**config.mk**
```make
export PLATFORM = sky130hd
export DESIGN_NAME = alarm_clock_ctrl
export DESIGN_NICKNAME = d
export VERILOG_FILES = /design/src/rtl/alarm_clock_ctrl_pkg.sv /design/src/rtl/alarm_clock_ctrl_wrap_inc.sv /design/src/rtl/alarm_clock_ctrl.sv
export SDC_FILE = /design/constraint.sdc
export NUM_CORES = 1
export LEC_CHECK = 0
export CAP_MARGIN = 20
export CORE_MARGIN = 2
export CORE_UTILIZATION = 30
export CTS_BUF_LIST = sky130_fd_sc_hd__clkbuf_8 sky130_fd_sc_hd__clkbuf_16
export CTS_CLUSTER_DIAMETER = 40
export DETAILED_ROUTE_END_ITERATION = 6
export PLACE_DENSITY = 0.49
export RECOVER_POWER = 25
export SLEW_MARGIN = 40
export SYNTH_ARGS = -nofsm -noshare
export SYNTH_HDL_FRONTEND = slang
export SYNTH_SLANG_ARGS = --single-unit
```
**constraint.sdc**
```tcl
create_clock -name clk -period 3.3 [get_ports clk]
set_clock_uncertainty 0.15 [all_clocks]
set_input_delay 0.33 -clock clk [delete_from_list [all_inputs] [get_ports clk]]
set_output_delay 0.33 -clock clk [all_outputs]
set_load 0.1 [all_outputs]
```
**src/rtl/alarm_clock_ctrl_pkg.sv**
```systemverilog
// Shared definitions for the alarm-clock mode controller: mode encodings,
// mode-bus width and default field limits.
package alarm_clock_ctrl_pkg;

  localparam int MODE_W      = 3;
  localparam int DEF_HR_MAX  = 23;
  localparam int DEF_MIN_MAX = 59;

  typedef enum logic [MODE_W-1:0] {
    RUN      = 3'd0,
    SET_HR   = 3'd1,
    SET_MIN  = 3'd2,
    SET_AHR  = 3'd3,
    SET_AMIN = 3'd4
  } mode_e;

endpackage

```
**src/rtl/alarm_clock_ctrl_wrap_inc.sv**
```systemverilog
// Increment-with-wrap: returns i_val + 1, or 0 once i_val has reached i_max.
module wrap_inc #(
  parameter int W = 6
) (
  input  logic [W-1:0] i_val,
  input  logic [W-1:0] i_max,
  output logic [W-1:0] o_val
);

  assign o_val = (i_val >= i_max) ? '0 : i_val + W'(1);

endmodule

```
**src/rtl/alarm_clock_ctrl.sv**
```systemverilog
// Alarm-clock mode/sequencing controller. Steps through editing time and
// alarm fields from two button pulses, strobes loads into the time chain,
// gates its count enable while editing and raises the alarm ring.
// Optional snooze timer built when ALARM_SNOOZE_EN is defined.
module alarm_clock_ctrl
  import alarm_clock_ctrl_pkg::*;
#(
  parameter int HR_BITS      = 5,
  parameter int MIN_BITS     = 6,
  parameter int HR_MAX       = DEF_HR_MAX,
  parameter int MIN_MAX      = DEF_MIN_MAX,
  parameter int SNOOZE_TICKS = 300
) (
  input  logic                clk,
  input  logic                rst,
  input  logic                tick,
  input  logic                btn_mode,
  input  logic                btn_inc,
  input  logic [HR_BITS-1:0]  cur_hr,
  input  logic [MIN_BITS-1:0] cur_min,
  output logic                run_en,
  output logic                set_hr,
  output logic                set_min,
  output logic [HR_BITS-1:0]  set_val_hr,
  output logic [MIN_BITS-1:0] set_val_min,
  output logic [HR_BITS-1:0]  alm_hr,
  output logic [MIN_BITS-1:0] alm_min,
  output logic [MODE_W-1:0]   mode,
  output logic                ringing
);

  // One edit register serves both hour and minute edits.
  localparam int EDIT_W = (HR_BITS > MIN_BITS) ? HR_BITS : MIN_BITS;

  mode_e               r_mode;
  logic                r_run_en;
  logic                r_set_hr;
  logic                r_set_min;
  logic [HR_BITS-1:0]  r_set_val_hr;
  logic [MIN_BITS-1:0] r_set_val_min;
  logic [HR_BITS-1:0]  r_alm_hr;
  logic [MIN_BITS-1:0] r_alm_min;
  logic [EDIT_W-1:0]   r_edit;
  logic                r_ringing;
  logic                r_fired;

  logic [EDIT_W-1:0]   w_edit_max;
  logic [EDIT_W-1:0]   w_edit_inc;
  logic [HR_BITS-1:0]  w_alm_hr_inc;
  logic [MIN_BITS-1:0] w_alm_min_inc;
  logic                w_time_eq;
  logic                w_match;

  assign w_edit_max = (r_mode == SET_HR) ? EDIT_W'(HR_MAX) : EDIT_W'(MIN_MAX);
  assign w_time_eq  = (cur_hr == r_alm_hr) && (cur_min == r_alm_min);
  assign w_match    = (r_mode == RUN) && w_time_eq && !r_fired;

  wrap_inc #(.W(EDIT_W)) u_edit_inc (
    .i_val (r_edit),
    .i_max (w_edit_max),
    .o_val (w_edit_inc)
  );

  wrap_inc #(.W(HR_BITS)) u_alm_hr_inc (
    .i_val (r_alm_hr),
    .i_max (HR_BITS'(HR_MAX)),
    .o_val (w_alm_hr_inc)
  );

  wrap_inc #(.W(MIN_BITS)) u_alm_min_inc (
    .i_val (r_alm_min),
    .i_max (MIN_BITS'(MIN_MAX)),
    .o_val (w_alm_min_inc)
  );

`ifdef ALARM_SNOOZE_EN
  localparam int SNZ_W = $clog2(SNOOZE_TICKS + 1);
  logic             r_snz_act;
  logic [SNZ_W-1:0] r_snz_cnt;
  logic             w_snz_due;
  assign w_snz_due = r_snz_act && (r_snz_cnt == '0) && (r_mode == RUN);
`else
  // tick only paces the snooze timer, which this build does not have
  logic w_unused_tick;
  assign w_unused_tick = tick;
`endif

  // Mode FSM with edit/alarm registers, load strobes and ring control.
  always_ff @(posedge clk or posedge rst) begin
    if (rst) begin
      r_mode        <= RUN;
      r_run_en      <= 1'b1;
      r_set_hr      <= 1'b0;
      r_set_min     <= 1'b0;
      r_set_val_hr  <= '0;
      r_set_val_min <= '0;
      r_alm_hr      <= '0;
      r_alm_min     <= '0;
      r_edit        <= '0;
      r_ringing     <= 1'b0;
      r_fired       <= 1'b0;
`ifdef ALARM_SNOOZE_EN
      r_snz_act     <= 1'b0;
      r_snz_cnt     <= '0;
`endif
    end else begin
      r_set_hr  <= 1'b0;
      r_set_min <= 1'b0;
      // Re-arm once the live time has moved off the alarm minute.
      if (!w_time_eq) r_fired <= 1'b0;
`ifdef ALARM_SNOOZE_EN
      if (r_snz_act && tick && (r_snz_cnt != '0)) r_snz_cnt <= r_snz_cnt - SNZ_W'(1);
`endif
      if (r_ringing) begin
        // Buttons are consumed by the alarm; mode never changes here.
        if (btn_mode) begin
          r_ringing <= 1'b0;
`ifdef ALARM_SNOOZE_EN
          r_snz_act <= 1'b0;
`endif
        end else if (btn_inc) begin
          r_ringing <= 1'b0;
`ifdef ALARM_SNOOZE_EN
          r_snz_act <= 1'b1;
          r_snz_cnt <= SNZ_W'(SNOOZE_TICKS);
`endif
        end
      end else if (w_match) begin
        r_ringing <= 1'b1;
        r_fired   <= 1'b1;
`ifdef ALARM_SNOOZE_EN
      end else if (w_snz_due) begin
        r_ringing <= 1'b1;
        r_snz_act <= 1'b0;
`endif
      end else begin
        case (r_mode)
          RUN: begin
            if (btn_mode) begin
              r_mode   <= SET_HR;
              r_run_en <= 1'b0;
              r_edit   <= EDIT_W'(cur_hr);
`ifdef ALARM_SNOOZE_EN
              r_snz_act <= 1'b0;
`endif
            end
          end
          SET_HR: begin
            if (btn_mode) begin
              r_mode       <= SET_MIN;
              r_set_hr     <= 1'b1;
              r_set_val_hr <= HR_BITS'(r_edit);
              r_edit       <= EDIT_W'(cur_min);
            end else if (btn_inc) begin
              r_edit <= w_edit_inc;
            end
          end
          SET_MIN: begin
            if (btn_mode) begin
              r_mode        <= SET_AHR;
              r_run_en      <= 1'b1;
              r_set_min     <= 1'b1;
              r_set_val_min <= MIN_BITS'(r_edit);
            end else if (btn_inc) begin
              r_edit <= w_edit_inc;
            end
          end
          SET_AHR: begin
            if (btn_mode)     r_mode   <= SET_AMIN;
            else if (btn_inc) r_alm_hr <= w_alm_hr_inc;
          end
          SET_AMIN: begin
            if (btn_mode)     r_mode    <= RUN;
            else if (btn_inc) r_alm_min <= w_alm_min_inc;
          end
          default: begin
            r_mode   <= RUN;
            r_run_en <= 1'b1;
          end
        endcase
      end
    end
  end

  assign run_en      = r_run_en;
  assign set_hr      = r_set_hr;
  assign set_min     = r_set_min;
  assign set_val_hr  = r_set_val_hr;
  assign set_val_min = r_set_val_min;
  assign alm_hr      = r_alm_hr;
  assign alm_min     = r_alm_min;
  assign mode        = r_mode;
  assign ringing     = r_ringing;

endmodule

```
# [Yosys cells after proc, flatten, opt, wreduce, memory -nomap -nowiden]
# Cells that the tools add are included.
[word_totals] register_bits=36 latchBits=0 ramBits=0 mem_bits_ro=0 in_bits=16 wordCells=79 mem_count=0
[op_classes] add_sub_neg=3 n_mul=0 div=0 n_lt_le_gt_ge=3 n_eq_ne=12 n_shift=0 muxes=32 n_bitwise=4 n_reduce_logical=14
[op_table] operator="two-way mux 6 bit" n=7
[op_table] operator="AND reduction 5 bit" n=4
[op_table] operator="one-hot mux 6 bit (3 select lines)" n=1
[op_table] operator="two-way mux 1 bit" n=16
[op_table] operator="two-way mux 3 bit" n=5
[op_table] operator="one-hot mux 3 bit (5 select lines)" n=1
[op_table] operator="adder 6 x 1 -> 6 bit (second input constant)" n=2
[op_table] operator="inequality test 2 bit (second input constant)" n=6
[op_table] operator="AND reduction 4 bit" n=2
[op_table] operator="AND reduction 7 bit" n=1
[op_table] operator="equality test 3 x 2 -> 1 bit (second input constant)" n=2
[op_table] operator="equality test 6 bit" n=1
[op_table] operator="greater-or-equal comparator 6 bit" n=1
[op_table] operator="greater-or-equal comparator 6 bit (second input constant)" n=1
[op_table] operator="adder 5 x 1 -> 5 bit (second input constant)" n=1
[op_table] operator="equality test 5 bit" n=1
[op_table] operator="greater-or-equal comparator 5 bit (second input constant)" n=1
[op_table] operator="two-way mux 5 bit" n=1
[op_table] operator="NOT 1 bit" n=4
[op_table] operator="equality test 3 x 1 -> 1 bit (second input constant)" n=1
[op_table] operator="equality test 3 bit (second input constant)" n=1
[op_table] operator="logical AND 1 bit" n=3
[op_table] operator="logical NOT 3 bit" n=1
[op_table] operator="one-hot mux 1 bit (3 select lines)" n=1
[op_table] operator="3 further kinds" n=3

# [Logic depth before layout (Yosys ltp)]
# Gate-level depths: netlist of run 1.
[logic_depth] depth_word=7 depth_mapped=9 mapped_depth_nobuf=9

# [Modules after synthesis]
# Synthesis of run 1 repeated with hierarchy kept, for this count alone.
[unflattened] cells_unflattened=273 hier_area_um2=2597.5
[modules_own_cells] mod="alarm_clock_ctrl" n_inst=1 cells_per_inst=172 area_per_inst_um2=1856.8 seq_area_each_um2=902.1
[modules_own_cells] mod="wrap_inc at u_alm_min_inc ..." n_inst=2 cells_per_inst=37 area_per_inst_um2=262.8 seq_area_each_um2=0.0
[modules_own_cells] mod="wrap_inc at u_alm_hr_inc" n_inst=1 cells_per_inst=27 area_per_inst_um2=215.2 seq_area_each_um2=0.0

# [Worst setup path before layout of run 1]
# No wires, ideal clock.
[synth_timing] path_kind="register to register" start="register r_mode[0] (netlist: mode[0])" end="register r_edit[2]" setup_ns=0.122 arrival_ns=2.675 path_slack_ns=0.353 path_stages_with_launch=10 synth_period_minus_slack_ns=2.947 cell_sequence="dfrtp_1 > inv_1 > nor3_1 > inv_1 > ha_1 > a21oi_1 > o22ai_1 > nor2_1 > a211o_1 > o2bb2ai_1"
[synth_between] elab_chain_len=7 elab_cells_between_ends=17 cone_classes="1 x order compare; 4 x eq/ne; 6 x mux; 1 x bitwise; 5 x reduce/logical"
[synth_lines] item="start, declared" line_no="alarm_clock_ctrl.sv:35" text="mode_e r_mode;"
[synth_lines] item="start signal, assigned" line_no="alarm_clock_ctrl.sv:91" text="r_mode <= RUN;"
[synth_lines] item="start signal, assigned" line_no="alarm_clock_ctrl.sv:140" text="r_mode <= SET_HR;"
[synth_lines] item="start signal, assigned" line_no="alarm_clock_ctrl.sv:150" text="r_mode <= SET_MIN;"
[synth_lines] item="equality test 3 x 1 -> 1 bit" line_no="alarm_clock_ctrl.sv:54, alarm_clock_ctrl.sv:137"
[synth_lines] item="two-way mux 6 bit" line_no="alarm_clock_ctrl.sv:54" text="assign w_edit_max = (r_mode == SET_HR) ? EDIT_W'(HR_MAX) : EDIT_W'(MIN_MAX);"
[synth_lines] item="greater-or-equal comparator 6 bit" line_no="alarm_clock_ctrl_wrap_inc.sv:10" text="assign o_val = (i_val >= i_max) ? '0 : i_val + W'(1);"
[synth_lines] item="two-way mux 6 bit" line_no="alarm_clock_ctrl_wrap_inc.sv:10"
[synth_lines] item="two-way mux 6 bit" line_no="alarm_clock_ctrl.sv:154, alarm_clock_ctrl.sv:164"
[synth_lines] item="two-way mux 6 bit, on equally long branches" line_no="alarm_clock_ctrl.sv:159, alarm_clock_ctrl.sv:149"
[synth_lines] item="one-hot mux 6 bit (3 select lines)" line_no="alarm_clock_ctrl.sv:137" text="case (r_mode)"
[synth_lines] item="end signal, assigned" line_no="alarm_clock_ctrl.sv:153" text="r_edit <= EDIT_W'(cur_min);"
[synth_lines] item="end signal, assigned" line_no="alarm_clock_ctrl.sv:155" text="r_edit <= w_edit_inc;"
[synth_lines] item="end signal, assigned" line_no="alarm_clock_ctrl.sv:165" text="r_edit <= w_edit_inc;"
[synth_lines] item="end, declared" line_no="alarm_clock_ctrl.sv:43" text="logic [EDIT_W-1:0] r_edit;"
# Parallel ways exist; a longest one is shown, timed or not. The select of a mux whose other input is x is not followed.
# A chain may end at the register's enable or synchronous reset.

# [Worst setup path in the final report of run 1]
[layout_timing] start="register r_mode[0] (netlist: mode[0])" end="register r_edit[5]"
# Same word-level chain as after synthesis.

==> impl_metrics.ini, run 1 <==
[place]
place.gp.congestion = 0.833
io_buffer_count = 43
place_hpwl_um = 4000

[sta]
relSlewSlack_pct = -32.7
tightest_slew_ns = 1.99
setup_violations = 0
finalHoldViolCount = 0
setup-tns-final_ns = 0
grt_setup_unrepaired = false
min_period_over_period_pct = 76.9
max_freq_ghz = 0.394
period_needed_ns = 2.54
holdWs_ns = 0.325
final-max-slew-violation-count = 37

[floorplan]
die_area_mm2 = 0.00765
ios = 45
core_region_area_mm2 = 0.00676
rows = 30
die_h_um = 87.5
die_w_um = 87.5
initial_core_util_pct = 30.9

[logic_synthesis]
synth.area.top_cells = dfrtp_1, xnor2_1, nand2_1, ha_1, mux2_2
synthCells = 220
yosysMostFrequentCell = dfrtp_1
synthFlopType = dfrtp_1
synth_nets = 242
yosysTopAreaCell = dfrtp_1
synth-seq-cells = 36
syn_area_mm2 = 0.00209
synth_warnings = 0
synth_area_per_cell_um2 = 9.50
synth_edf_count = 0
async_flop_share_pct = 100
synth_cell_types = 53
yosys.area.top_type_share_pct = 41.9
yosysSeqAreaShare_pct = 43.2
synth_common_cells = dfrtp_1, nand2_1, nor2_1

[cells_and_area]
drive_above_1_share_pct = 18.7
area_growth_pct = 24.4
nets = 288
antenna_cells = 0

[power_and_ir_drop]
peakVddDrop_mv = 0.447
p_leak_nw = 1.18
p_total_mw = 2.80
p_per_area_mw_per_mm2 = 1080

[worst_setup_path]
cp.required_ns = 3.36
crit_fanout = 6
cpPeakStageDelay_ns = 0.51
cp_slowest_cell = nor3_1
crit_chain = inv_1 -> nor3_1 -> ha_1 -> a31oi_1 -> nor2b_1 -> nor2_1 -> a32oi_1 -> o2bb2ai_1
crit_arrival_ns = 2.60
critPathCaptureType = flip-flop
crit_type = reg2reg
critical_path_buf_inv_count = 1
critPathTopFamily = simple AND/OR/NAND/NOR gates
startpoint_type = flip-flop

[detailed_routing]
drc = 0
via_per_inst = 5.19
ant_nets = 0
wirelength_um = 5550
dr_total_vias = 1802
wl_per_cell_um = 16.0
drtIter0Drc = 118
drt_pass1_iterations = 4

[clock_tree]
cts_buffer_depth = 2
clk_latency_ns = 0.29
path_clk_slew_ns = 0.07
cts-resized-gates = 0
ctsHtreeMaxLevel = 2
cts_setup_buffers = 0
cts.sinks = 36
cts_tree = built
hold_buffers = 0
numCtsBuffers = 5
root_buffer = clkbuf_8

[worst_hold_path]
hold_path.class = reg2reg

[flow_run]
cap_violations = 1

[global_route]
grt_pass1_wl_um = 9340
grt_max_degree = 37
grt_overflow = 0
grt_pass1_vias = 1817
grtUsageTotal_pct = 15.8
antenna_found_initial = 0

[run_status]
status = complete, but fails checks
violations = capacitance limit, slew limit
[layer usage]
metal | track usage (%) | part of all wire, %
met4 | 4.06 | 1.1
met5 | 0 | 0
met1 | 21.0 | 49
met2 | 25.7 | 45
met3 | 3.89 | 4.5
[stage by stage]
stage	setup slack [ns]	util, %	cell area (um^2)	std cells
final	0.761	38.5	2600	347
after CTS	0.739	38.5	2600	347
after global routing	0.277	38.5	2600	347
after global placement	0.687	38.2	2580	339
after detailed placement	0.661	37.2	2510	339
after floorplan	0.353	-	2090	220
[worst register-to-register path, delay by kind of cell, from the launching register on]
kind            cells  cell delay, ns
fa+ha+maj           1            0.36
compound gates      3            0.53
simple gates        3            0.98
flops               1            0.35
buf+inv             1            0.09
[report_power, final]
group	switching [mW]	internal, mW	total, mW
clock network	0.160	0.164	0.324
logic	1.29	0.440	1.73
registers	0.149	0.592	0.740
total	1.60	1.20	2.80
[final timing paths]
| check | start | end | slack (ns) | cells after the start |
|---|---|---|---|---|
| max | mode[0] | r_edit[5] | 0.76 | 8 |
| min | set_val_min[0] | set_val_min[0] | 0.32 | 2 |
| max reg2reg | mode[0] | r_edit[5] | 0.76 | 8 |
| min reg2reg | set_val_min[0] | set_val_min[0] | 0.32 | 2 |
| max in group asynchronous | rst | alm_hr[0] | 0.81 | 3 |
| min in group asynchronous | rst | set_hr | 1.03 | 3 |
[final cells by class]
type,count,area [um^2]
tap,80,100
multi-input combinational,167,1120
clock inverter,2,7.51
sequential,36,902
fill,687,4160
clock buffer,6,82.6
inverter,7,26.3
timing repair buffer,49,364
[layout by cell type (no fill, tap or decap), types with 3 or more instances in the layout]
master,instances
a22o_1,3
mux2_2,6
o31ai_1,4
buf_4,20
nand2_1,23
o21ai_1,7
o21ai_0,11
mux2_1,5
o2bb2ai_1,3
nor2b_1,6
clkdlybuf4s50_1,13
ha_1,6
nand4_1,5
a21oi_1,8
nor2_1,13
nor4_1,4
xnor2_1,11
nor3_1,7
dfrtp_1,35
a211o_1,3
inv_1,9
nand3_1,7
clkbuf_8,6
buf_2,14
[logic make-up after synthesis]
kind of cell | share of synthesized area (%)
fa+ha+maj | 3.59
flops | 43.2
simple gates | 19.5
mux | 6.41
compound gates | 19.3
buf+inv | 3.41
xor+xnor | 4.61
[flip-flops by register name, summed over array words and instances (netlist names)]
name	flops
mode	3
set_val_min	6
run_en	1
set_val_hr	5
alm_min	6
r_edit	6
set_min	1
alm_hr	5
ringing	1
set_hr	1
r_fired	1
Power figures use the tool's default switching activity.
==> inputs of run 2 (changes only) <==
--- a/config.mk
+++ b/config.mk
@@ -11,7 +11,7 @@
 export CTS_BUF_LIST = sky130_fd_sc_hd__clkbuf_8 sky130_fd_sc_hd__clkbuf_16
 export CTS_CLUSTER_DIAMETER = 40
 export DETAILED_ROUTE_END_ITERATION = 6
-export PLACE_DENSITY = 0.49
+export PLACE_DENSITY = 0.51
 export RECOVER_POWER = 25
 export SLEW_MARGIN = 40
 export SYNTH_ARGS = -nofsm -noshare
==> constraint.sdc (replaced) <==
create_clock -name clk -period 2.19 [get_ports clk]
set_clock_uncertainty 0.15 [all_clocks]
set_input_delay 0.219 -clock clk [delete_from_list [all_inputs] [get_ports clk]]
set_output_delay 0.219 -clock clk [all_outputs]
set_load 0.1 [all_outputs]
==> run 2 against run 1 <==
The run ends with setup timing left. Core utilization up 5.6 points. Critical path depth unchanged. Count of clock-buffer cells in the layout increased by 1. Combinational power up 76%. Critical endpoint is now r_edit[1]. Highest routed layer unchanged.
==> impl_metrics.ini, run 2 (synthesis results as in run 1) <==
[global_route]
grt_pass1_vias = 1903
antenna_found_initial = 0
grt_overflow = 0
grtUsageTotal_pct = 16.6
grt_pass1_wl_um = 9760
grt_max_degree = 37

[cells_and_area]
drive_above_1_share_pct = 36.4
fillers = 672
stdcell_count = 374
nets = 315
area_growth_pct = 42.5
layout_commonest_cell = buf_4
finish.instance_area_mm2 = 0.00298
final_cell_mix = buf_4, nand2_1, dfrtp_1
antenna_cells = 0

[worst_setup_path]
r2r_start = mode[2]
cp.required_ns = 2.21
crit_arrival_ns = 2.22
crit_fanout = 5
r2r-end = r_edit[1]
worstRegToRegCells = 8
crit_type = reg2reg
r2r_slack_ns = -0.005
startpoint_type = flip-flop
critPathCaptureType = flip-flop

[detailed_routing]
wirelength_um = 5930
ant_nets = 0
via_per_inst = 5.25
drtIter0Drc = 132
drc = 0
wl_per_cell_um = 15.9
dr_total_vias = 1963
drt_pass1_iterations = 4

[clock_tree]
ctsHtreeMaxLevel = 2
cts_tree = built
clk_latency_ns = 0.30
cts.sinks = 36
cts_buffer_depth = 2
hold_buffers = 0
numCtsBuffers = 5
root_buffer = clkbuf_8
path_clk_slew_ns = 0.08

[worst_hold_path]
hold_path.class = reg2reg
hp-start = set_val_min[0]
min_to = set_val_min[0]
hold_path_depth = 2

[place]
dp.cells = 363
place_area_mm2 = 0.00277
place.gp.congestion = 0.856
place_hpwl_um = 4280
place_ws_ns = -0.114
io_buffer_count = 43

[sta]
relSlewSlack_pct = 36.8
setup-tns-final_ns = -0.00543
min_period_over_period_pct = 100
final-max-slew-violation-count = 0
holdWs_ns = 0.331
tightest_slew_ns = 0.948
period_needed_ns = 2.20
max_freq_ghz = 0.455
grt_setup_unrepaired = true
finalHoldViolCount = 0
fin_ws_ns = -0.00543
setup_violations = 1

[power_and_ir_drop]
p_per_area_mw_per_mm2 = 1630
peakVddDrop_mv = 1.10
p_leak_nw = 1.32

[run_status]
status = complete, but fails checks
violations = setup timing

[floorplan]
core_region_area_mm2 = 0.00676
rows = 30
ios = 45
die_w_um = 87.5
die_area_mm2 = 0.00765
initial_core_util_pct = 30.9
die_h_um = 87.5

[flow_run]
cap_violations = 0
==> run 2: layer usage <==
layer / up-vias / share of wire, % / track usage, %
li1: 959 / - / -
met1: 941 / 46 / 22.1
met2: 53 / 48 / 27.0
met3: 10 / 4.1 / 3.32
met4: 0 / 1.4 / 5.59
met5: - / 0 / 0
==> run 2: what timing repair did <==
action,4_1_cts,5_1_grt
pin swaps,1,8
gates resized for setup,0,12
setup endpoints to repair,1,6
setup buffers,0,3
==> run 2: area by class of cell <==
cell class / instances / area (um^2) / area share (%)
Timing Repair Buffer: 76 / 607 / 20.4
Clock buffer: 7 / 96.3 / 3.24
Multi-Input combinational cell: 167 / 1190 / 40.0
Inverter: 7 / 26.3 / 0.882
Tap cell: 80 / 100 / 3.36
Sequential cell: 36 / 928 / 31.2
Clock inverter: 1 / 30.0 / 1.01
==> run 2: report_power, final <==
| group | internal [mW] | switching, mW | total [mW] | leakage [nW] |
|---|---|---|---|---|
| clock network | 0.402 | 0.252 | 0.654 | 0.0645 |
| logic | 0.981 | 2.06 | 3.04 | 0.823 |
| registers | 0.915 | 0.238 | 1.15 | 0.437 |
| total | 2.30 | 2.55 | 4.85 | 1.32 |
==> run 2: critical path: stages, from the launching register on <==
cell and delay, ns:
dfrtp_4 0.51, nor3_4 0.26, buf_6 0.14, ha_4 0.12, nand4_1 0.14, o22ai_4 0.20
nor2_2 0.07, a222oi_1 0.36, o21ai_1 0.12
==> run 2: how the worst max path moves through the flow <==
stage | depth (start not counted) | from | slack (ns) | end
3_3_place_gp | 5 | btn_mode | -0.1 | r_edit[0]
2_1_floorplan | 9 | mode[1] | -0.1 | r_edit[1]
3_5_place_dp | 5 | btn_mode | -0.11 | r_edit[0]
4_1_cts | 8 | mode[1] | 0.01 | r_edit[1]
5_1_grt | 8 | mode[2] | -0.13 | r_edit[1]
6_report | 8 | mode[2] | -0.005 | r_edit[1]
==> run 2: stage by stage <==
step | power (mW) | utilization (%)
global placement | 4.04 | 41.1
detailed placement | 4.05 | 41.1
finish | 4.85 | 44.1
CTS | 4.72 | 42.9
floorplan | 3.28 | -
global route | 5.13 | 44.1
